**src/rtl/ub_read_streamer_pkg.sv**
```systemverilog
// Shared constants for the unified-buffer read streamer: default geometry,
// output buffer depth and FSM state encoding.
package ub_read_streamer_pkg;

  localparam int unsigned UB_ADDRESSSIZE = 10;
  localparam int unsigned UB_WORDSIZE    = 160;
  localparam int unsigned UB_BUF_DEPTH   = 2;
  localparam int unsigned UB_CNT_W       = $clog2(UB_BUF_DEPTH + 1);

  localparam logic [1:0] ST_IDLE  = 2'd0;
  localparam logic [1:0] ST_RUN   = 2'd1;
  localparam logic [1:0] ST_DRAIN = 2'd2;
  localparam logic [1:0] ST_DONE  = 2'd3;

endpackage

```
**src/rtl/ub_skid_fifo.sv**
```systemverilog
// Two-entry shift FIFO; the head register drives the output directly so
// data/valid stay stable while the consumer stalls.
module ub_skid_fifo
  import ub_read_streamer_pkg::*;
#(
  parameter int unsigned W = UB_WORDSIZE + 1
) (
  input  logic                clk,
  input  logic                rst_n,
  input  logic                push_i,
  input  logic [W-1:0]        push_data_i,
  input  logic                pop_i,
  output logic [W-1:0]        head_o,
  output logic                valid_o,
  output logic [UB_CNT_W-1:0] count_o
);

  localparam logic [UB_CNT_W-1:0] CNT_FULL = UB_CNT_W'(UB_BUF_DEPTH);

  logic [W-1:0]        head_q, head_d;
  logic [W-1:0]        tail_q, tail_d;
  logic [UB_CNT_W-1:0] count_q, count_d;
  logic                valid_q, valid_d;

  always_ff @(posedge clk or negedge rst_n) begin
    if (!rst_n) begin
      head_q  <= '0;
      tail_q  <= '0;
      count_q <= '0;
      valid_q <= 1'b0;
    end else begin
      head_q  <= head_d;
      tail_q  <= tail_d;
      count_q <= count_d;
      valid_q <= valid_d;
    end
  end

  // An emptied head is cleared so a stale last tag never lingers on the bus.
  always_comb begin
    head_d  = head_q;
    tail_d  = tail_q;
    count_d = count_q + UB_CNT_W'(push_i) - UB_CNT_W'(pop_i);
    if (pop_i) begin
      if (count_q == CNT_FULL) begin
        head_d = tail_q;
        if (push_i) tail_d = push_data_i;
      end else begin
        head_d = push_i ? push_data_i : '0;
      end
    end else if (push_i) begin
      if (count_q == '0) head_d = push_data_i;
      else               tail_d = push_data_i;
    end
    valid_d = (count_d != '0);
  end

  assign head_o  = head_q;
  assign valid_o = valid_q;
  assign count_o = count_q;

endmodule

```
**src/rtl/ub_read_streamer.sv**
```systemverilog
// Unified-buffer read initiator: walks an address range, one read per cycle,
// and streams words out valid/ready. Optional `UB_RD_STRIDE_EN adds a stride port.
module ub_read_streamer
  import ub_read_streamer_pkg::*;
#(
  parameter int unsigned ADDRESSSIZE = UB_ADDRESSSIZE,
  parameter int unsigned WORDSIZE    = UB_WORDSIZE
) (
  input  logic                   clk,
  input  logic                   rst_n,
  input  logic                   start,
`ifdef UB_RD_STRIDE_EN
  input  logic [ADDRESSSIZE-1:0] stride,
`endif
  input  logic [ADDRESSSIZE-1:0] base_addr,
  input  logic [ADDRESSSIZE:0]   length,
  output logic                   busy,
  output logic                   done,
  output logic                   sram_write_enable,
  output logic [ADDRESSSIZE-1:0] sram_address,
  input  logic [WORDSIZE-1:0]    sram_data_out,
  output logic                   out_valid,
  input  logic                   out_ready,
  output logic [WORDSIZE-1:0]    out_data,
  output logic                   out_last
);

  localparam int unsigned RW    = ADDRESSSIZE + 1;
  localparam int unsigned OCC_W = UB_CNT_W + 1;

  logic [1:0]             state_q, state_d;
  logic [ADDRESSSIZE-1:0] addr_q, addr_d;
  logic [ADDRESSSIZE-1:0] step_q, step_d;
  logic [RW-1:0]          remaining_q, remaining_d;
  logic                   inflight_q, inflight_d;
  logic                   inflight_last_q, inflight_last_d;
  logic                   busy_q, busy_d;
  logic                   done_q, done_d;

  logic [WORDSIZE:0]      fifo_head;
  logic                   fifo_valid;
  logic [UB_CNT_W-1:0]    fifo_count;
  logic                   pop_c;
  logic [OCC_W-1:0]       occ_c;
  logic                   issue_c;
  logic [ADDRESSSIZE-1:0] start_step_c;

`ifdef UB_RD_STRIDE_EN
  assign start_step_c = stride;
`else
  assign start_step_c = ADDRESSSIZE'(1);
`endif

  assign pop_c   = fifo_valid & out_ready;
  assign occ_c   = OCC_W'(fifo_count) + OCC_W'(inflight_q);
  // Issue only if the word will still have a free slot when it lands.
  assign issue_c = (state_q == ST_RUN) && (remaining_q != '0) &&
                   (occ_c < (OCC_W'(UB_BUF_DEPTH) + OCC_W'(pop_c)));

  always_ff @(posedge clk or negedge rst_n) begin
    if (!rst_n) begin
      state_q         <= ST_IDLE;
      addr_q          <= '0;
      step_q          <= '0;
      remaining_q     <= '0;
      inflight_q      <= 1'b0;
      inflight_last_q <= 1'b0;
      busy_q          <= 1'b0;
      done_q          <= 1'b0;
    end else begin
      state_q         <= state_d;
      addr_q          <= addr_d;
      step_q          <= step_d;
      remaining_q     <= remaining_d;
      inflight_q      <= inflight_d;
      inflight_last_q <= inflight_last_d;
      busy_q          <= busy_d;
      done_q          <= done_d;
    end
  end

  always_comb begin
    state_d         = state_q;
    addr_d          = addr_q;
    step_d          = step_q;
    remaining_d     = remaining_q;
    inflight_d      = issue_c;
    inflight_last_d = issue_c && (remaining_q == RW'(1));
    case (state_q)
      ST_IDLE: begin
        if (start) begin
          addr_d      = base_addr;
          step_d      = start_step_c;
          remaining_d = length;
          state_d     = (length == '0) ? ST_DONE : ST_RUN;
        end
      end
      ST_RUN: begin
        if (issue_c) begin
          remaining_d = remaining_q - RW'(1);
          // Address stays on the final read once the range is exhausted.
          if (remaining_q == RW'(1)) state_d = ST_DRAIN;
          else                       addr_d  = addr_q + step_q;
        end
      end
      ST_DRAIN: begin
        if (pop_c && fifo_head[WORDSIZE]) state_d = ST_DONE;
      end
      ST_DONE: state_d = ST_IDLE;
      default: state_d = ST_IDLE;
    endcase
    busy_d = (state_d == ST_RUN) || (state_d == ST_DRAIN);
    done_d = (state_d == ST_DONE);
  end

  ub_skid_fifo #(
    .W (WORDSIZE + 1)
  ) u_fifo (
    .clk         (clk),
    .rst_n       (rst_n),
    .push_i      (inflight_q),
    .push_data_i ({inflight_last_q, sram_data_out}),
    .pop_i       (pop_c),
    .head_o      (fifo_head),
    .valid_o     (fifo_valid),
    .count_o     (fifo_count)
  );

  assign busy              = busy_q;
  assign done              = done_q;
  assign sram_write_enable = 1'b0;
  assign sram_address      = addr_q;
  assign out_valid         = fifo_valid;
  assign out_data          = fifo_head[WORDSIZE-1:0];
  assign out_last          = fifo_head[WORDSIZE];

endmodule
```
**config.mk**
```make
export PLATFORM = sky130hd
export DESIGN_NAME = ub_read_streamer
export DESIGN_NICKNAME = d
export VERILOG_FILES = /design/src/rtl/ub_read_streamer_pkg.sv /design/src/rtl/ub_skid_fifo.sv /design/src/rtl/ub_read_streamer.sv
export SDC_FILE = /design/constraint.sdc
export NUM_CORES = 1
export LEC_CHECK = 0
export BUFFER_PORTS_ARGS = -buffer_cell sky130_fd_sc_hd__buf_2
export CAP_MARGIN = 30
export CORE_MARGIN = 2
export CORE_UTILIZATION = 55
export CTS_BUF_LIST = sky130_fd_sc_hd__clkbuf_4
export DETAILED_ROUTE_END_ITERATION = 10
export HOLD_SLACK_MARGIN = 0.1
export PLACE_DENSITY_LB_ADDON = 0.15
export SYNTH_ARGS = -nofsm -noshare
export SYNTH_HDL_FRONTEND = slang
export SYNTH_HIERARCHICAL = 1
export SYNTH_SLANG_ARGS = --single-unit
```
**constraint.sdc**
```tcl
create_clock -name clk -period 3.4 [get_ports clk]
set_input_delay 0.17 -clock clk [delete_from_list [all_inputs] [get_ports clk]]
set_output_delay 0.17 -clock clk [all_outputs]
set_load 0.01 [all_outputs]
```
After elaboration in Yosys (flattened, before gate mapping) --
Cells that the tools add are included. Widths: inputs -> output; s select.
Operators by class: reduce and logical (&&, ||, !) cells 18, equal/unequal tests 14, bitwise operators 1, magnitude comparators 1, divide/modulo/power cells 0, $add $sub $neg 6, shift-type cells 0, multiply operators 0, muxes and demuxes 23
Operators by type and width (count):
- $mux 161 | 10
- $mux 10 | 3
- $mux 11 | 2
- $pmux 11 s2 | 1
- $pmux 10 s2 | 1
- $eq 11x1->1 const B | 1
- $logic_not 11->1 | 1
- $reduce_bool 11->1 | 1
- $sub 11x1->11 const B | 1
- $add 10x1->10 | 1
- $eq 2x2->1 const B | 5
- $mux 2 | 5
- $ne 2x2->1 const B | 5
- $pmux 2 s4 | 1
- $reduce_and 4->1 | 2
- $reduce_bool 2->1 | 4
- $eq 2x1->1 const B | 2
- $logic_and 1x1->1 | 4
- $logic_not 2->1 | 2
- $reduce_and 2->1 | 2
- $add 2x1->3 | 1
- $add 2x1->3 const A | 1
- $lt 3x3->1 | 1
- $reduce_and 3->1 | 1
- other kinds (5) | 5
Storage, ports and cells: output and inout bits 175, logic and storage cells 75, bits in latches 0, memory bits (read-only) 0, memories kept 0, flip-flop bits (word level) 353, bits in writable memories 0

Logic depth before layout (Yosys ltp) --
Gate-level depths: netlist (run 1).
word-level depth 8, depth in mapped cells 7, mapped depth without buffers 7

By module --
The synthesis (run 1) kept the hierarchy.
By module, submodules not included:
- ub_skid_fifo | instances 1, area an instance 13043.8 µm², cells an instance 892, sequential area each 8132.8 µm²
- ub_read_streamer | instances 1, area an instance 1742.9 µm², cells an instance 187, sequential area each 700.7 µm²

Least setup slack after synthesis (run 1) --
OpenSTA, ideal clock, no wires.
kind reg-to-reg, start point register inflight_q, end point register addr_q[8] (netlist: sram_address[8]), required time 3.279 ns, cell stages (with the launch flop) 8, slack 1.380 ns, library setup time 0.121 ns, data arrival time 1.899 ns, path through dfrtp_1 -> ha_1 -> ha_1 -> a21oi_1 -> a21oi_2 -> or2_2 -> clkbuf_2 -> o22a_1
On the way: word-level cells in the longest chain between the ends 5
RTL lines:
- from (decl) | line ub_read_streamer.sv:35 | logic inflight_q, inflight_d;
- from (signal assigned) | line ub_read_streamer.sv:75 | inflight_q <= inflight_d;
- $add 2x1->3 | line ub_read_streamer.sv:55 | assign occ_c = OCC_W'(fifo_count) + OCC_W'(inflight_q);
- $lt 3x3->1 | line ub_read_streamer.sv:58 | (occ_c < (OCC_W'(UB_BUF_DEPTH) + OCC_W'(pop_c)));
- $logic_and 1x1->1 | line ub_read_streamer.sv:57 | assign issue_c = (state_q == ST_RUN) && (remaining_q != '0) &&
- $ne 2x2->1 (no source line)
- $reduce_and 4->1 (no source line)
- to (signal assigned) | line ub_read_streamer.sv:72 | addr_q <= addr_d;
- to (decl) | line ub_read_streamer.sv:32 | logic [ADDRESSSIZE-1:0] addr_q, addr_d;
No other way between the ends. A chain may end at the register's enable or synchronous reset.

Worst setup path after layout (run 1) --
start point register inflight_q, end point register busy_q (netlist: busy)
On the way: word-level cells in the longest chain between the ends 7
RTL lines:
- $add 2x1->3 * | line ub_read_streamer.sv:55
- $lt 3x3->1 * | line ub_read_streamer.sv:58
- $logic_and 1x1->1 * | line ub_read_streamer.sv:57
- $mux 2 * | line ub_read_streamer.sv:99 | if (issue_c) begin
- $pmux 2 s4 * | line ub_read_streamer.sv:89 | case (state_q)
- via state_d[0] | line ub_read_streamer.sv:31 | logic [1:0] state_q, state_d;
- $eq 2x1->1 / $eq 2x2->1 (equally long branches) | line ub_read_streamer.sv:112 | busy_d = (state_d == ST_RUN) || (state_d == ST_DRAIN);
- $logic_or 1x1->1 * | line ub_read_streamer.sv:112
- via busy_d | line ub_read_streamer.sv:37 | logic busy_q, busy_d;
- to (signal assigned) | line ub_read_streamer.sv:77 | busy_q <= busy_d;
- to (decl) | line ub_read_streamer.sv:37
Mark *: on every way through the listed nets, which the timed path passes. The rest lies on a longest branch.

==> impl_metrics.tcl, run 1 <==
set metrics [dict create \
    syn_to_final_growth_pct 34.6 \
    port_buffers 358 \
    clock_sinks 353 \
    ant_nets 0 \
    clk_latency_ns 0.69 \
    start_kind "flip-flop" \
    synth_cells 1079 \
    drt_wl_total_mm 39.6 \
    ys.flop_type "dfrtp_1" \
    synth-seq-cells 353 \
    dieArea_um2 28200 \
    critPathMaxFanout 8 \
    cp-end-kind "flip-flop" \
    cts_resized 0 \
    dpl.hpwl_mm 22.9 \
    drv_slew 0 \
    yosys_warnings 6 \
    ir_worst_vdd_mv 0.753 \
    slew_headroom_pct 43.6 \
    grt.total_usage_pct 27.8 \
    multiInputGateArea_um2 5520 \
    period_minus_slack_ns 2.29 \
    drt_iter0_markers 914 \
    leakagePower_nw 9.50 \
    synthDistinctLibCells 56 \
    antenna_found_initial 3 \
    start_util_pct 55.5 \
    dp_cells 1716 \
    drv_cap 0 \
    synth_enable_flop_cells 0 \
    rsz0062_at_grt "false" \
    hold_viol 0 \
    tightest_slew_ns 0.846 \
    numCtsBuffers 93 \
    cts_tree "done" \
    status "finished clean" \
    yosysTopAreaCell "dfrtp_1" \
    post-route-util_pct 74.7 \
    final_cells 2060 \
    gp_congestion 0.837 \
    fp.dieH_um 168 \
    root_buffer "clkbuf_4" \
    grt_pass1_wl_mm 63.5 \
    critPathArrivalTime_ns 2.83 \
    wl_per_cell_um 19.2 \
    min_period_over_period_pct 67.3 \
    syn_avg_cell_area_um2 13.7 \
    seq_area_frac_synth_pct 59.7 \
    synth.top_cell.area_share_pct 59.7 \
    avgViaCountPerCell 5.67 \
    cts_hold_buf 183 \
    clkTransAtPathRegs_ns 0.07 \
    grt_pass1_vias 12300 \
    num_rows 60 \
    drive_above_1_share_pct 39.5 \
    synth_area_um2 14800 \
    seqCellArea_um2 8830 \
    setup_viol 0 \
    fin_total_pwr_w 0.0187 \
    grt_max_degree 162 \
    timing.hold.ws_ns 0.154 \
    setup_tns_ns 0 \
    yosys-top-cells-area "dfrtp_1 (60%), a221o_1 (11%), mux2_2 (10%), and2_1 (6.9%), mux2_1 (2.2%)" \
    pin_count 360 \
    power.density_nw_per_um2 940 \
    cp.required_ns 3.95 \
    nets 1848 \
    drc_errors 0 \
    postCtsSetupRepairBufs 0 \
    ys_async_sr_fraction_pct 100 \
    nFillCells 1710 \
    h-tree-depth 3 \
    worstHoldPathType "in -> async" \
    num_vias 11700 \
    fin_skew_ns 0.0417 \
    clk_path_buf_depth 3 \
    core_area_um2 26700 \
    fmax_mhz 437 \
    gr-total-overflow 0 \
    die_x_um 168 \
    drt-pass1-iter-count 5 \
    worst-setup-path-type "reg -> reg" \
    synth_nets 1274 \
]
-- final cells by class --
cell class	instances	area share, %
diodes	4	0.0503
well taps	341	2.14
flip-flops and latches	353	44.4
clock inverters	12	0.622
inverters	6	0.113
clock buffers	145	5.47
multi-input cells	638	27.7
repair buffers	561	19.5
-- synth_stat cells, types with 4 or more instances --
cell type	number
o21ai_0	12
mux2_1	29
clkbuf_1	18
dfrtp_1	353
a221o_1	161
buf_2	46
nor4_1	5
a21oi_1	21
a31oi_1	8
ha_1	10
and2_1	162
inv_1	6
a211oi_1	4
nor3b_1	5
nand2_1	5
nor2_1	20
o22a_1	5
mux2_2	132
buf_4	13
nor3_1	7
-- flip-flops by register name, indices dropped and copies added, names as in the netlist --
register	cells
u_fifo/tail_q	161
u_fifo/count_o	2
remaining_q	11
inflight_q	1
sram_address	10
state_q	2
busy	1
inflight_last_q	1
step_q	1
u_fifo/head_o	161
u_fifo/valid_o	1
done	1
-- critical path, stage by stage (launching register included) --
cell	delay, ns
dfrtp_1	0.47
ha_1	0.25
ha_1	0.29
a21oi_1	0.30
a21oi_2	0.20
a31oi_1	0.21
nand2_1	0.11
ha_1	0.34
-- report_power, final --
| part | internal, W | switching [W] | total (W) |
|---|---|---|---|
| registers | 0.00626 | 0.00114 | 0.00739 |
| logic | 0.00377 | 0.00372 | 0.00749 |
| clock network | 0.00214 | 0.00168 | 0.00382 |
| total | 0.0122 | 0.00654 | 0.0187 |
-- metal layers --
metal  vias up  wire [um]  global-route usage, %
met5         -          0                      0
met4         0       1080                   11.4
met3        82       2970                   7.43
met2       496      18800                   43.7
met1      5853      16700                   37.1
li1       5251          -                      -
-- placed cells by master, fill, tap and decap left out, drive strengths merged, types with 10 or more instances in the layout --
master,netlist,layout
buf,63,378
dfrtp,353,353
dlygate4sd3,0,183
and2,163,163
a221o,161,161
mux2,161,161
clkbuf,19,145
a21oi,24,24
nor2,21,21
o21ai,13,13
ha,10,10
-- per-stage QoR --
stage | cell area [um^2] | setup WS (ns)
2_1_floorplan | 14800 | 1.38
3_3_place_gp | 16900 | 1.25
3_5_place_dp | 16900 | 1.15
4_1_cts | 19900 | 1.13
5_1_grt | 19900 | 0.972
6_report | 19900 | 1.11
-- logic make-up (layout without fill, tap and decap cells) --
group / count (synthesis) / in the layout / synth area share [%]
xor gates and xnor gates: 2 / 2 / 0.118
and+or+nand+nor: 230 / 230 / 9.74
adders and majority gates: 10 / 10 / 0.846
other: 1 / 5 / 0.0254
DFF: 353 / 353 / 59.7
muxes: 161 / 161 / 12.3
AOI/OAI and AO/OA: 234 / 234 / 14.2
buffers and inverters: 88 / 724 / 3.11
-- final timing paths --
| check | startpoint | endpoint | slack, ns | depth (start not counted) |
|---|---|---|---|---|
| max | inflight_q$_DFF_PN0_ | busy$_DFF_PN0_ | 1.11 | 7 |
| max reg2reg | inflight_q$_DFF_PN0_ | busy$_DFF_PN0_ | 1.11 | 7 |
| min in group clk | start | remaining_q[0]$_DFFE_PN0P_ | 0.19 | 5 |
| min | rst_n | u_fifo/head_o[79]$_DFFE_PN0P_ | 0.15 | 2 |
| min reg2reg | u_fifo/tail_q[71]$_DFFE_PN0P_ | u_fifo/tail_q[71]$_DFFE_PN0P_ | 0.48 | 1 |
| max in group asynchronous | rst_n | u_fifo/tail_q[5]$_DFFE_PN0P_ | 2.31 | 3 |
No activity file was read; power rests on OpenSTA's default activity.
==> inputs of run 2 (changes only) <==
--- a/config.mk
+++ b/config.mk
@@ -8,7 +8,7 @@
 export BUFFER_PORTS_ARGS = -buffer_cell sky130_fd_sc_hd__buf_2
 export CAP_MARGIN = 30
 export CORE_MARGIN = 2
-export CORE_UTILIZATION = 55
+export CORE_UTILIZATION = 50
 export CTS_BUF_LIST = sky130_fd_sc_hd__clkbuf_4
 export DETAILED_ROUTE_END_ITERATION = 10
 export HOLD_SLACK_MARGIN = 0.1
==> constraint.sdc (replaced) <==
create_clock -name clk -period 2 [get_ports clk]
set_input_delay 0.1 -clock clk [delete_from_list [all_inputs] [get_ports clk]]
set_output_delay 0.1 -clock clk [all_outputs]
set_load 0.01 [all_outputs]
==> impl_metrics.tcl, run 2 (synthesis gave the netlist of run 1 again) <==
set metrics [dict create \
    clock_sinks 353 \
    drt_wl_total_mm 39.0 \
    cpMaxStageDelayCell "mux2_2" \
    setup_viol 0 \
    core_area_um2 28900 \
    port_buffers 358 \
    cpPeakStageDelay_ns 0.39 \
    grt.total_usage_pct 25.1 \
    cp_top_family "simple AND/OR/NAND/NOR gates" \
    dieArea_um2 31000 \
    setup_tns_ns 0 \
    root_buffer "clkbuf_4" \
    grt_pass1_wl_mm 62.9 \
    cp.required_ns 2.54 \
    grt_max_degree 89 \
    drv_cap 0 \
    drt-pass1-iter-count 5 \
    worst-setup-path-type "reg -> reg" \
    num_vias 11600 \
    ir_worst_vdd_mv 1.18 \
    die_x_um 176 \
    h-tree-depth 3 \
    cts_tree "done" \
    drc_errors 0 \
    numCtsBuffers 92 \
    gp_congestion 0.835 \
    fmax_mhz 523 \
    final_common_cell "buf_2" \
    status "finished clean" \
    cp-end-kind "flip-flop" \
    clk_latency_ns 0.70 \
    clk_path_buf_depth 3 \
    gr-total-overflow 0 \
    worstHoldPathType "in -> reg" \
    hold_viol 0 \
    power.density_nw_per_um2 1580 \
    ant_nets 0 \
    crit_path_cell_trace "and2_1 > and2b_1 > o21ai_4 > buf_12 > mux2_2" \
    dpl.hpwl_mm 24.3 \
    pin_count 360 \
    fp.dieH_um 176 \
    layout_common_cells "buf_2 (357), dfrtp_1 (352), dlygate4sd3_1 (185)" \
    grt_pass1_vias 12000 \
    drt_iter0_markers 711 \
    drv_slew 0 \
    slew_headroom_pct 62.6 \
    fin_skew_ns 0.0491 \
    clkTransAtPathRegs_ns 0.06 \
    tightest_slew_ns 0.560 \
    start_util_pct 51.1 \
    wl_per_cell_um 18.3 \
    avgViaCountPerCell 5.43 \
    antenna_found_initial 2 \
    crit_buf_inv 1 \
    num_rows 62 \
    period_minus_slack_ns 1.91 \
    postCtsSetupRepairBufs 0 \
    nets 1875 \
    leakagePower_nw 9.67 \
    min_period_over_period_pct 95.7 \
    critPathArrivalTime_ns 2.46 \
    critPathMaxFanout 61 \
    post-route-util_pct 70.3 \
    syn_to_final_growth_pct 37.6 \
    start_kind "flip-flop" \
    drive_above_1_share_pct 40.7 \
]
==> run 2: repair_timing <==
item                                    in CTS  in global routing
gates resized for setup                      6                  8
hold buffers                               185                  0
pin swaps                                    2                  6
endpoints found under the setup margin       3                 15
hold endpoints to repair                   701                  0
==> run 2: power breakdown <==
part / internal (W) / switching (W) / total [W]
registers: 0.0106 / 0.00190 / 0.0125
logic: 0.00704 / 0.00642 / 0.0135
clock network: 0.00319 / 0.00287 / 0.00605
total: 0.0209 / 0.0112 / 0.0321
==> run 2: final cells by class <==
cell class,count,area (um^2)
well taps,384,480
multi-input cells,638,5570
clock inverters,18,91.3
diodes,2,5.00
inverters,6,22.5
fillers,2047,8590
clock buffers,140,1050
flip-flops and latches,353,8830
repair buffers,589,4290
==> run 2: worst paths after layout <==
| path | start | endpoint | slack [ns] | depth (start not counted) |
|---|---|---|---|---|
| setup / recovery | u_fifo/valid_o$_DFF_PN0_ | u_fifo/tail_q[18]$_DFFE_PN0P_ | 0.09 | 5 |
| setup reg to reg | u_fifo/valid_o$_DFF_PN0_ | u_fifo/tail_q[18]$_DFFE_PN0P_ | 0.09 | 5 |
| hold / removal | sram_data_out[77] | u_fifo/tail_q[77]$_DFFE_PN0P_ | 0.17 | 3 |
| max in group asynchronous | rst_n | u_fifo/head_o[32]$_DFFE_PN0P_ | 0.74 | 4 |
| min in group asynchronous | rst_n | u_fifo/tail_q[58]$_DFFE_PN0P_ | 0.51 | 3 |
| hold reg to reg | step_q[0]$_DFFE_PN0P_ | step_q[0]$_DFFE_PN0P_ | 0.48 | 1 |
==> run 2: per-layer routing <==
metal | up-vias | track usage, % | wire length, um
met3 | 80 | 6.35 | 2770
li1 | 5303 | - | -
met2 | 429 | 40.7 | 18700
met1 | 5751 | 32.9 | 16500
met5 | - | 0 | 0
met4 | 0 | 9.40 | 1150
==> run 2: metrics by stage <==
step | setup slack (ns) | total power, W | hold WS [ns] | instances | area [um^2]
5_1_grt | -0.0120 | 0.0342 | 0.125 | 2130 | 20300
6_report | 0.0867 | 0.0321 | 0.169 | 2130 | 20300
2_1_floorplan | 0.00744 | 0.0209 | -0.196 | 1079 | 14800
3_5_place_dp | -0.00212 | 0.0257 | 0.0974 | 1785 | 17300
4_1_cts | 0.00628 | 0.0322 | 0.103 | 2128 | 20300
3_3_place_gp | 0.0335 | 0.0252 | 0.0925 | 1785 | 17300
==> run 2: worst register-to-register path, cell delays in order (launching register included) <==
cell and delay, ns:
dfrtp_1 0.36, and2_1 0.21, and2b_1 0.25, o21ai_4 0.20
buf_12 0.33, mux2_2 0.45
